[src/rtl/washer_pkg.sv]
// Shared encodings for the washer sequencer: FSM state codes and program modes.
package washer_pkg;

  typedef enum logic [3:0] {
    ST_IDLE   = 4'd0,
    ST_FILL   = 4'd1,
    ST_REST_A = 4'd2,
    ST_FWD    = 4'd3,
    ST_REST_B = 4'd4,
    ST_REV    = 4'd5,
    ST_DRAIN  = 4'd6,
    ST_SPIN   = 4'd7,
    ST_DONE   = 4'd8,
    ST_HALT   = 4'd9
  } state_e;

  typedef enum logic [1:0] {
    MODE_NONE  = 2'd0,
    MODE_RINSE = 2'd1,
    MODE_FULL  = 2'd2,
    MODE_SPIN  = 2'd3
  } mode_e;

  // FILL through SPIN are contiguous codes, so "running" is a range test.
  function automatic logic isBusy(input state_e s);
    return (s >= ST_FILL) && (s <= ST_SPIN);
  endfunction

endpackage

[src/rtl/washer_seq_phase_timer.sv]
// Down-counter for the remaining ticks of a phase; load wins over a tick,
// and the count never wraps below zero.
module phase_timer #(
  parameter int CNT_W = 8
) (
  input  logic             clk,
  input  logic             rst,
  input  logic             load_i,
  input  logic [CNT_W-1:0] loadVal_i,
  input  logic             tickEn_i,
  output logic [CNT_W-1:0] count_o,
  output logic             expire_o
);

  logic [CNT_W-1:0] count_q;
  logic [CNT_W-1:0] count_d;

  always_comb begin
    count_d = count_q;
    if (load_i) begin
      count_d = loadVal_i;
    end else if (tickEn_i && (count_q != '0)) begin
      count_d = count_q - CNT_W'(1);
    end
  end

  always_ff @(posedge clk or posedge rst) begin
    if (rst) begin
      count_q <= '0;
    end else begin
      count_q <= count_d;
    end
  end

  assign count_o  = count_q;
  assign expire_o = tickEn_i && (count_q == CNT_W'(1));

endmodule

[src/rtl/washer_seq.sv]
// Washing-machine program sequencer: fill, agitate, drain and spin phases
// timed in ticks, with pause, emergency stop and registered drive outputs.
module washer_seq
  import washer_pkg::*;
#(
  parameter int CNT_W     = 8,
  parameter int CYC_W     = 4,
  parameter int T_FILL    = 60,
  parameter int T_RUN     = 60,
  parameter int T_PAUSE   = 5,
  parameter int T_DRAIN   = 60,
  parameter int T_SPIN    = 60,
  parameter int WASH_CYC  = 7,
  parameter int RINSE_CYC = 15
) (
  input  logic             clk,
  input  logic             rst,
  input  logic             tick,
  input  logic             start,
  input  logic             pause,
  input  logic             estop,
  input  logic [1:0]       mode,
  output logic             inlet,
  output logic             drain,
  output logic             spin,
  output logic             fwd,
  output logic             rev,
  output logic             idle_led,
  output logic             busy,
  output logic             alarm,
  output logic             fault,
  output logic [3:0]       state,
  output logic [CYC_W-1:0] cyc_left,
  output logic [CNT_W-1:0] sec_left
);

  localparam int CNT_MAX = (1 << CNT_W) - 1;
  localparam int CYC_MAX = (1 << CYC_W) - 1;

  if (T_FILL < 1 || T_FILL > CNT_MAX || T_RUN < 1 || T_RUN > CNT_MAX ||
      T_PAUSE < 1 || T_PAUSE > CNT_MAX || T_DRAIN < 1 || T_DRAIN > CNT_MAX ||
      T_SPIN < 1 || T_SPIN > CNT_MAX || WASH_CYC < 1 || WASH_CYC > CYC_MAX ||
      RINSE_CYC < 1 || RINSE_CYC > CYC_MAX) begin : g_badParam
    $error("washer_seq: duration or cycle parameter is zero or too wide");
  end

  state_e           state_q, state_d;
  mode_e            mode_q, mode_d;
  logic             rinsePass_q, rinsePass_d;
  logic [CYC_W-1:0] cycLeft_q, cycLeft_d;
  logic             timerLoad;
  logic [CNT_W-1:0] timerVal;
  logic             tickEn;
  logic             expire;
  logic [CNT_W-1:0] secLeft;
  logic             busyNow;

  logic inlet_q, drain_q, spin_q, fwd_q, rev_q, idleLed_q, busy_q, alarm_q, fault_q;
  logic inlet_d, drain_d, spin_d, fwd_d, rev_d, idleLed_d, busy_d, alarm_d, fault_d;

  assign busyNow = isBusy(state_q);
  assign tickEn  = tick && busyNow && !pause && !estop;

  phase_timer #(.CNT_W(CNT_W)) u_timer (
    .clk       (clk),
    .rst       (rst),
    .load_i    (timerLoad),
    .loadVal_i (timerVal),
    .tickEn_i  (tickEn),
    .count_o   (secLeft),
    .expire_o  (expire)
  );

  // Every phase change reloads the timer; a full program passes FILL/DRAIN twice,
  // with rinsePass telling the rinse half apart from the wash half.
  always_comb begin
    state_d     = state_q;
    mode_d      = mode_q;
    rinsePass_d = rinsePass_q;
    cycLeft_d   = cycLeft_q;
    timerLoad   = 1'b0;
    timerVal    = '0;
    if (estop && (state_q != ST_IDLE)) begin
      state_d = ST_HALT;
    end else if (pause && busyNow) begin
      state_d = state_q;
    end else begin
      unique case (state_q)
        ST_IDLE: begin
          if (start && (mode_e'(mode) != MODE_NONE)) begin
            mode_d      = mode_e'(mode);
            rinsePass_d = 1'b0;
            timerLoad   = 1'b1;
            if (mode_e'(mode) == MODE_SPIN) begin
              state_d  = ST_DRAIN;
              timerVal = CNT_W'(T_DRAIN);
            end else begin
              state_d  = ST_FILL;
              timerVal = CNT_W'(T_FILL);
            end
          end
        end
        ST_FILL: begin
          if (expire) begin
            state_d   = ST_REST_A;
            timerLoad = 1'b1;
            timerVal  = CNT_W'(T_PAUSE);
            cycLeft_d = (mode_q == MODE_FULL && !rinsePass_q) ? CYC_W'(WASH_CYC)
                                                               : CYC_W'(RINSE_CYC);
          end
        end
        ST_REST_A: begin
          if (expire) begin
            state_d   = ST_FWD;
            timerLoad = 1'b1;
            timerVal  = CNT_W'(T_RUN);
          end
        end
        ST_FWD: begin
          if (expire) begin
            state_d   = ST_REST_B;
            timerLoad = 1'b1;
            timerVal  = CNT_W'(T_PAUSE);
          end
        end
        ST_REST_B: begin
          if (expire) begin
            state_d   = ST_REV;
            timerLoad = 1'b1;
            timerVal  = CNT_W'(T_RUN);
          end
        end
        ST_REV: begin
          if (expire) begin
            cycLeft_d = cycLeft_q - CYC_W'(1);
            timerLoad = 1'b1;
            if (cycLeft_q == CYC_W'(1)) begin
              state_d  = ST_DRAIN;
              timerVal = CNT_W'(T_DRAIN);
            end else begin
              state_d  = ST_REST_A;
              timerVal = CNT_W'(T_PAUSE);
            end
          end
        end
        ST_DRAIN: begin
          if (expire) begin
            timerLoad = 1'b1;
            if (mode_q == MODE_FULL && !rinsePass_q) begin
              state_d     = ST_FILL;
              rinsePass_d = 1'b1;
              timerVal    = CNT_W'(T_FILL);
            end else if (mode_q == MODE_RINSE) begin
              state_d = ST_DONE;
            end else begin
              state_d  = ST_SPIN;
              timerVal = CNT_W'(T_SPIN);
            end
          end
        end
        ST_SPIN: begin
          if (expire) begin
            state_d   = ST_DONE;
            timerLoad = 1'b1;
          end
        end
        ST_DONE: begin
          if (start) begin
            state_d     = ST_IDLE;
            mode_d      = MODE_NONE;
            rinsePass_d = 1'b0;
          end
        end
        ST_HALT: begin
          if (start) begin
            state_d     = ST_IDLE;
            mode_d      = MODE_NONE;
            rinsePass_d = 1'b0;
            cycLeft_d   = '0;
            timerLoad   = 1'b1;
          end
        end
        default: begin
          state_d = ST_IDLE;
        end
      endcase
    end
  end

  // Drive outputs follow the registered state one cycle later; pause and estop
  // kill every actuator regardless of phase.
  always_comb begin
    inlet_d = 1'b0;
    drain_d = 1'b0;
    spin_d  = 1'b0;
    fwd_d   = 1'b0;
    rev_d   = 1'b0;
    unique case (state_q)
      ST_FILL:  inlet_d = 1'b1;
      ST_FWD:   fwd_d   = 1'b1;
      ST_REV:   rev_d   = 1'b1;
      ST_DRAIN: drain_d = 1'b1;
      ST_SPIN: begin
        drain_d = 1'b1;
        spin_d  = 1'b1;
      end
      default: begin
        inlet_d = 1'b0;
      end
    endcase
    if (pause || estop) begin
      inlet_d = 1'b0;
      drain_d = 1'b0;
      spin_d  = 1'b0;
      fwd_d   = 1'b0;
      rev_d   = 1'b0;
    end
    idleLed_d = (state_q == ST_IDLE);
    busy_d    = busyNow;
    alarm_d   = (state_q == ST_DONE);
    fault_d   = (state_q == ST_HALT);
  end

  always_ff @(posedge clk or posedge rst) begin
    if (rst) begin
      state_q     <= ST_IDLE;
      mode_q      <= MODE_NONE;
      rinsePass_q <= 1'b0;
      cycLeft_q   <= '0;
      inlet_q     <= 1'b0;
      drain_q     <= 1'b0;
      spin_q      <= 1'b0;
      fwd_q       <= 1'b0;
      rev_q       <= 1'b0;
      idleLed_q   <= 1'b1;
      busy_q      <= 1'b0;
      alarm_q     <= 1'b0;
      fault_q     <= 1'b0;
    end else begin
      state_q     <= state_d;
      mode_q      <= mode_d;
      rinsePass_q <= rinsePass_d;
      cycLeft_q   <= cycLeft_d;
      inlet_q     <= inlet_d;
      drain_q     <= drain_d;
      spin_q      <= spin_d;
      fwd_q       <= fwd_d;
      rev_q       <= rev_d;
      idleLed_q   <= idleLed_d;
      busy_q      <= busy_d;
      alarm_q     <= alarm_d;
      fault_q     <= fault_d;
    end
  end

  assign inlet    = inlet_q;
  assign drain    = drain_q;
  assign spin     = spin_q;
  assign fwd      = fwd_q;
  assign rev      = rev_q;
  assign idle_led = idleLed_q;
  assign busy     = busy_q;
  assign alarm    = alarm_q;
  assign fault    = fault_q;
  assign state    = state_q;
  assign cyc_left = cycLeft_q;
  assign sec_left = secLeft;

endmodule
[config.mk]
export PLATFORM = sky130hd
export DESIGN_NAME = washer_seq
export DESIGN_NICKNAME = d
export VERILOG_FILES = /design/src/rtl/washer_pkg.sv /design/src/rtl/washer_seq_phase_timer.sv /design/src/rtl/washer_seq.sv
export SDC_FILE = /design/constraint.sdc
export NUM_CORES = 1
export LEC_CHECK = 0
export ABC_CLOCK_PERIOD_IN_PS = 6600
export BUFFER_PORTS_ARGS = -buffer_cell sky130_fd_sc_hd__buf_2
export CAP_MARGIN = 5
export CORE_AREA = 2 2 69 71
export CTS_BUF_LIST = sky130_fd_sc_hd__clkbuf_8
export CTS_CLUSTER_SIZE = 20
export DETAILED_ROUTE_END_ITERATION = 16
export DIE_AREA = 0 0 71 73
export PLACE_DENSITY_LB_ADDON = 0.15
export RECOVER_POWER = 100
export SKIP_LAST_GASP = 1
export SLEW_MARGIN = 20
export SYNTH_ARGS = -nofsm -noshare
export SYNTH_HDL_FRONTEND = slang
export SYNTH_HIERARCHICAL = 1
export SYNTH_SLANG_ARGS = --single-unit
[constraint.sdc]
create_clock -name clk -period 6.6 [get_ports clk]
set_input_delay 0.33 -clock clk [delete_from_list [all_inputs] [get_ports clk]]
set_output_delay 0.33 -clock clk [all_outputs]
set_load 0.02 [all_outputs]
# [After elaboration in Yosys (flattened, before gate mapping)]
# Cells that the tools add are included.
[word_totals] ff_bits=28 in_bits=8 output_inout_bits=25
[op_classes] n_addsub=2 order_cmp=2 n_eq_ne=31 muxes=57 bitwise=2 reduce_logical=31
[op_table] op="4-bit two-way mux" count=16
[op_table] op="6-bit two-way mux" count=9
[op_table] op="4-bit one-hot mux with 9 select lines" count=1
[op_table] op="6-bit one-hot mux with 5 select lines" count=1
[op_table] op="3-bit inequality test (second input constant)" count=7
[op_table] op="1-bit two-way mux" count=19
[op_table] op="4-bit by 3-bit == test with 1-bit output (second input constant)" count=4
[op_table] op="8-bit two-way mux" count=2
[op_table] op="2-bit inequality test (second input constant)" count=6
[op_table] op="4-bit one-hot mux with 3 select lines" count=1
[op_table] op="1-bit logical AND" count=10
[op_table] op="10-bit AND reduction" count=1
[op_table] op="3-bit two-way mux" count=3
[op_table] op="4-bit by 1-bit == test with 1-bit output (second input constant)" count=2
[op_table] op="4-bit by 2-bit == test with 1-bit output (second input constant)" count=2
[op_table] op="4-bit == test (second input constant)" count=2
[op_table] op="8-bit by 1-bit == test with 1-bit output (second input constant)" count=1
[op_table] op="8-bit nonzero test" count=1
[op_table] op="2-bit OR reduction" count=4
[op_table] op="8-bit by 1-bit subtractor with 8-bit output (second input constant)" count=1
[op_table] op="7-bit AND reduction" count=1
[op_table] op="7-bit OR reduction" count=1
[op_table] op="3-bit by 1-bit inequality test with 1-bit output (second input constant)" count=2
[op_table] op="1-bit one-hot mux with 3 select lines" count=2
[op_table] op="17 further kinds" count=26

# [Longest topological paths before layout]
[depth] word_depth=11 mapped_depth=14 mapped_depth_nobuf=10

# [By module]
# Netlist, hierarchy kept.
[by_module_without_submodules] module="washer_seq" instances=1 cells_per_inst=138 area_each_um2=1257.5 seq_area_each_um2=501.7
[by_module_without_submodules] module="phase_timer" instances=1 cells_per_inst=72 area_each_um2=614.3 seq_area_each_um2=200.2

# [Worst setup path before layout]
# OpenSTA, ideal clock, no wires.
[synth_path] kind="register -> register" start="reg state_q[3] (netlist: state[3])" end="reg u_timer.count_q[0] (netlist: u_timer/count_o[0])" setup_time_ps=131 arrival_ps=3965 required_ps=6469 setup_slack_ps=2504 path_stages_with_launch=15 path_buffers=5 period_less_slack_ps=4096 path_cell_list="dfrtp_1 > buf_6 > clkbuf_1 > buf_2 > nor4b_1 > nor4b_2 > and3_1 > or2b_1 > o32ai_2 > a31o_2 > clkbuf_1 > clkbuf_1 > nor3b_1 > a21oi_1 > nand3_1"
[synth_via] elab_chain_len=11
[synth_lines] item="start, declared" line_no="washer_seq.sv:47" rtl="state_e state_q, state_d;"
[synth_lines] item="start signal, assigned" line_no="washer_seq.sv:240" rtl="state_q <= state_d;"
[synth_lines] item="4-bit by 1-bit >= comparator with 1-bit output / 4-bit by 3-bit less-or-equal comparator with 1-bit output (equally long branches)" line_no="washer_pkg.sv:26" rtl="return (s >= ST_FILL) && (s <= ST_SPIN);"
[synth_lines] item="1-bit logical AND (*)" line_no="washer_pkg.sv:26"
[synth_lines] item="1-bit logical AND (*) (3 in series)" line_no="washer_seq.sv:62" rtl="assign tickEn = tick && busyNow && !pause && !estop;"
[synth_lines] item="named net tickEn" line_no="washer_seq.sv:53" rtl="logic tickEn;"
[synth_lines] item="1-bit logical AND (*)" line_no="washer_seq_phase_timer.sv:36" rtl="assign expire_o = tickEn_i && (count_q == CNT_W'(1));"
[synth_lines] item="named net expire" line_no="washer_seq.sv:54" rtl="logic expire;"
[synth_lines] item="1-bit two-way mux (*)"
[synth_lines] item="1-bit one-hot mux with 3 select lines (*)" line_no="washer_seq.sv:88" rtl="unique case (state_q)"
[synth_lines] item="1-bit two-way mux (*)" line_no="washer_seq.sv:85" rtl="end else if (pause && busyNow) begin"
[synth_lines] item="1-bit two-way mux (*)" line_no="washer_seq.sv:83" rtl="if (estop && (state_q != ST_IDLE)) begin"
[synth_lines] item="named net timerLoad" line_no="washer_seq.sv:51" rtl="logic timerLoad;"
[synth_lines] item="8-bit two-way mux / 2-bit nonzero test (equally long branches)"
[synth_lines] item="end signal, assigned" line_no="washer_seq_phase_timer.sv:31" rtl="count_q <= count_d;"
[synth_lines] item="end, declared" line_no="washer_seq_phase_timer.sv:15" rtl="logic [CNT_W-1:0] count_q;"
# Mark *: on every way through the listed nets, which the timed path passes. The rest lies on a longest branch.
# A chain may end at the register's enable or synchronous reset.

# [Worst setup path in the final report]
[layout_path] start="reg state_q[0] (netlist: state[0])" end="reg u_timer.count_q[6] (netlist: u_timer/count_o[6])"
# The elaborated chain is that of the path after synthesis.

==> run summary <==
YS warnings: 6
Die Footprint: 5180 sq um
Critical Path Start Type: flop
post-route insts no fill: 292
Synth Area per Inst: 8.91 sq um
DIE HEIGHT: 73 microns
nets: 252
PwrDens: 402 nW/um^2
DP HPWL: 3.25 mm
hold buffers post-CTS: 0
CP max FO: 21
Post-CTS Resized: 0
DRC viols: 0
Top FF cell, synth: dfrtp_1
Ports: 33
initial antenna violation count: 0
routability cong.: 0.854
crit-path max cell delay: 0.93 ns
Pre-antenna DRT Iters: 5
Area Growth Syn to Fin: 9.83%
skew final: 0.00496 ns
Critical Path RT: 6.77 ns
via count: 1,707
area share of the largest cell type after synthesis: 0.361
IO buf count: 32
Site Rows: 25
Via density: 5.85
clock slew at reported path FFs: 0.10 ns
Least-Margin Pin Slew: 1.11 ns
Max-cap violations: 0
htree depth: 1
final hold violations: 0
critical path arrival: 4.97 ns
vias in the first global route: 1,579
first-pass GRT wire length: 7.95 mm
EDFF count, synth: 0
CTS tree: yes
worst path bufs/invs: 1
Max Slew Vio Count: 0
Die X: 71 microns
share of layout cells above drive strength 1: 0.0840
drt total wl: 4.63 mm
GRT overflow: 0
largest net degree at the start of global routing: 29
share of flip-flops with an asynchronous set or reset: 1.00
most common cell in the netlist: dfrtp_1
gr usage total: 0.192
TritonCTS Buffers: 3
maximum VDD drop: 178 uV
Power, Total: 827 uW
fmax: 208 MHz
Slowest-stage cell, CP: nor4b_1
DR iter-0 viols: 228
Final Setup Violations: 0
top post-synthesis cells by area: dfrtp_1 36%, nor2_1 4.0%, ha_1 3.3%, nand2_1 2.6%, nor3_1 2.4%
HP Class: primary input to async pin
RSZ-0062 raised after global routing: false
Crit Path Class: flop to flop
Area after DPL: 2060 sq um
clock tree buffer depth: 2
crit end category: flop
top cells by count, synth: 27 x dfrtp_1, 20 x nor2_1, 13 x nand2_1
flops & latches, synth: 28
core area: 4540 sq um
leakage power: 0.000852 uW
design area: 2060 sq um
CP dominant cell by count: nor4b_1
Yosys cell types: 66
placed cell count: 288
Post-Syn Instances: 210
cell chosen for the clock root: clkbuf_8
CTS Sinks: 28
Slew HR: 0.251
number of post-CTS setup repair buffers: 0
wire length per cell: 15.8 microns
Mapped Area: 1870 sq um
critical path's top delay family: simple AND/OR/NAND/NOR gates
sequential-to-total area share from yosys stat: 0.375
min cycle time layout: 4.80 ns
clk_lat worst skew: 0.28 ns
Final period util: 0.727
critical path cell sequence: nor3_1, nor4b_1, clkbuf_1, nor4b_1, and3_1, or2b_1, o32ai_1, a31o_2, nand2b_1, o21ai_0, or3_1
Starting Density: 0.413
antenna fix cells: 0
Final TNS setup: 0 ns
status: finished clean
post-synth top area cell: dfrtp_1
number of nets with antenna violations after routing: 0
[cell type report]
class | instances | area, sq um
fill | 455 | 2480
multi-input combinational | 158 | 1040
sequential | 28 | 702
timing repair buffer | 34 | 138
tap | 54 | 67.6
clock buffer | 4 | 55.1
inverter | 14 | 52.6
[worst paths after layout]
check | startpoint | end | slack [ns] | cells past startpoint
min | rst | u_timer/count_o[3] | 0.001 | 2
max | state[0] | u_timer/count_o[6] | 1.80 | 11
max reg2reg | state[0] | u_timer/count_o[6] | 1.80 | 11
min reg2reg | cyc_left[1] | cyc_left[1] | 0.54 | 1
max in group asynchronous | rst | cyc_left[0] | 5.93 | 2
min in group clk | mode[1] | mode_q[1] | 0.33 | 3
[through the flow]
stage / hold slack (ns) / setup slack [ns] / utilization
finish: 0.00113 / 1.80 / 0.453
global route: 0.0208 / 1.19 / 0.453
CTS: 0.00716 / 2.53 / 0.466
detailed placement: 0.320 / 2.56 / 0.454
global placement: 0.321 / 2.64 / 0.454
floorplan: 0.146 / 2.50 / -
[metal layers]
| metal | track usage | part of all wire | vias up | wire length, microns |
|---|---|---|---|---|
| li1 | - | - | 830 | - |
| met1 | 0.295 | 0.49 | 810 | 2260 |
| met2 | 0.275 | 0.44 | 61 | 2050 |
| met3 | 0.0276 | 0.057 | 6 | 262 |
| met4 | 0.0650 | 0.014 | 0 | 63 |
| met5 | 0 | 0 | - | 0 |
[placed cells by master (no fill, tap or decap), types with 3 or more instances in the layout]
cell | synthesis | routed
ha_1 | 5 | 5
nor4_1 | 5 | 5
or3_1 | 3 | 3
a21oi_1 | 8 | 8
nor2b_1 | 5 | 5
buf_2 | 4 | 8
nand2b_1 | 3 | 3
dfrtp_1 | 27 | 27
conb_1 | 1 | 3
clkbuf_1 | 5 | 26
nor3b_1 | 4 | 4
clkbuf_8 | 0 | 4
nand3_1 | 5 | 5
o211ai_1 | 6 | 6
nor3_1 | 9 | 10
nor4b_1 | 4 | 5
inv_1 | 12 | 13
o21ai_0 | 6 | 6
nor2_1 | 20 | 20
o32ai_1 | 2 | 3
nand2_1 | 13 | 13
[flip-flops by register name, indices dropped and copies added (netlist names)]
signal           cells
state                4
rinsePass_q          1
alarm                1
mode_q               2
drain                1
cyc_left             4
fwd                  1
u_timer/count_o      8
idle_led             1
busy                 1
fault                1
rev                  1
inlet                1
spin                 1
[cells by family (layout without fill, tap and decap cells)]
group,Yosys count,in the layout,share of synthesized area
simple gates,93,93,0.291
compound gates,54,54,0.221
flops,28,28,0.375
buf+inv,26,52,0.0628
fa+ha+maj,5,5,0.0334
mux,2,2,0.0107
other cells,1,3,0.00200
xor+xnor,1,1,0.00468
[power by group]
group          leakage (uW)  switching, uW  internal [uW]
clock             0.0000288           57.6           53.6
combinational      0.000476            255            141
sequential         0.000347           89.4            230
total              0.000852            402            425
[worst reg2reg max path, cell delays in order (launching register included)]
cell and delay, ns:
dfrtp_1 0.74, nor3_1 0.27, nor4b_1 0.32, clkbuf_1 0.30, nor4b_1 0.93, and3_1 0.43, or2b_1 0.25, o32ai_1 0.45
a31o_2 0.39, nand2b_1 0.18, o21ai_0 0.07, or3_1 0.36
Note: power is estimated with default switching activity, not from simulation.
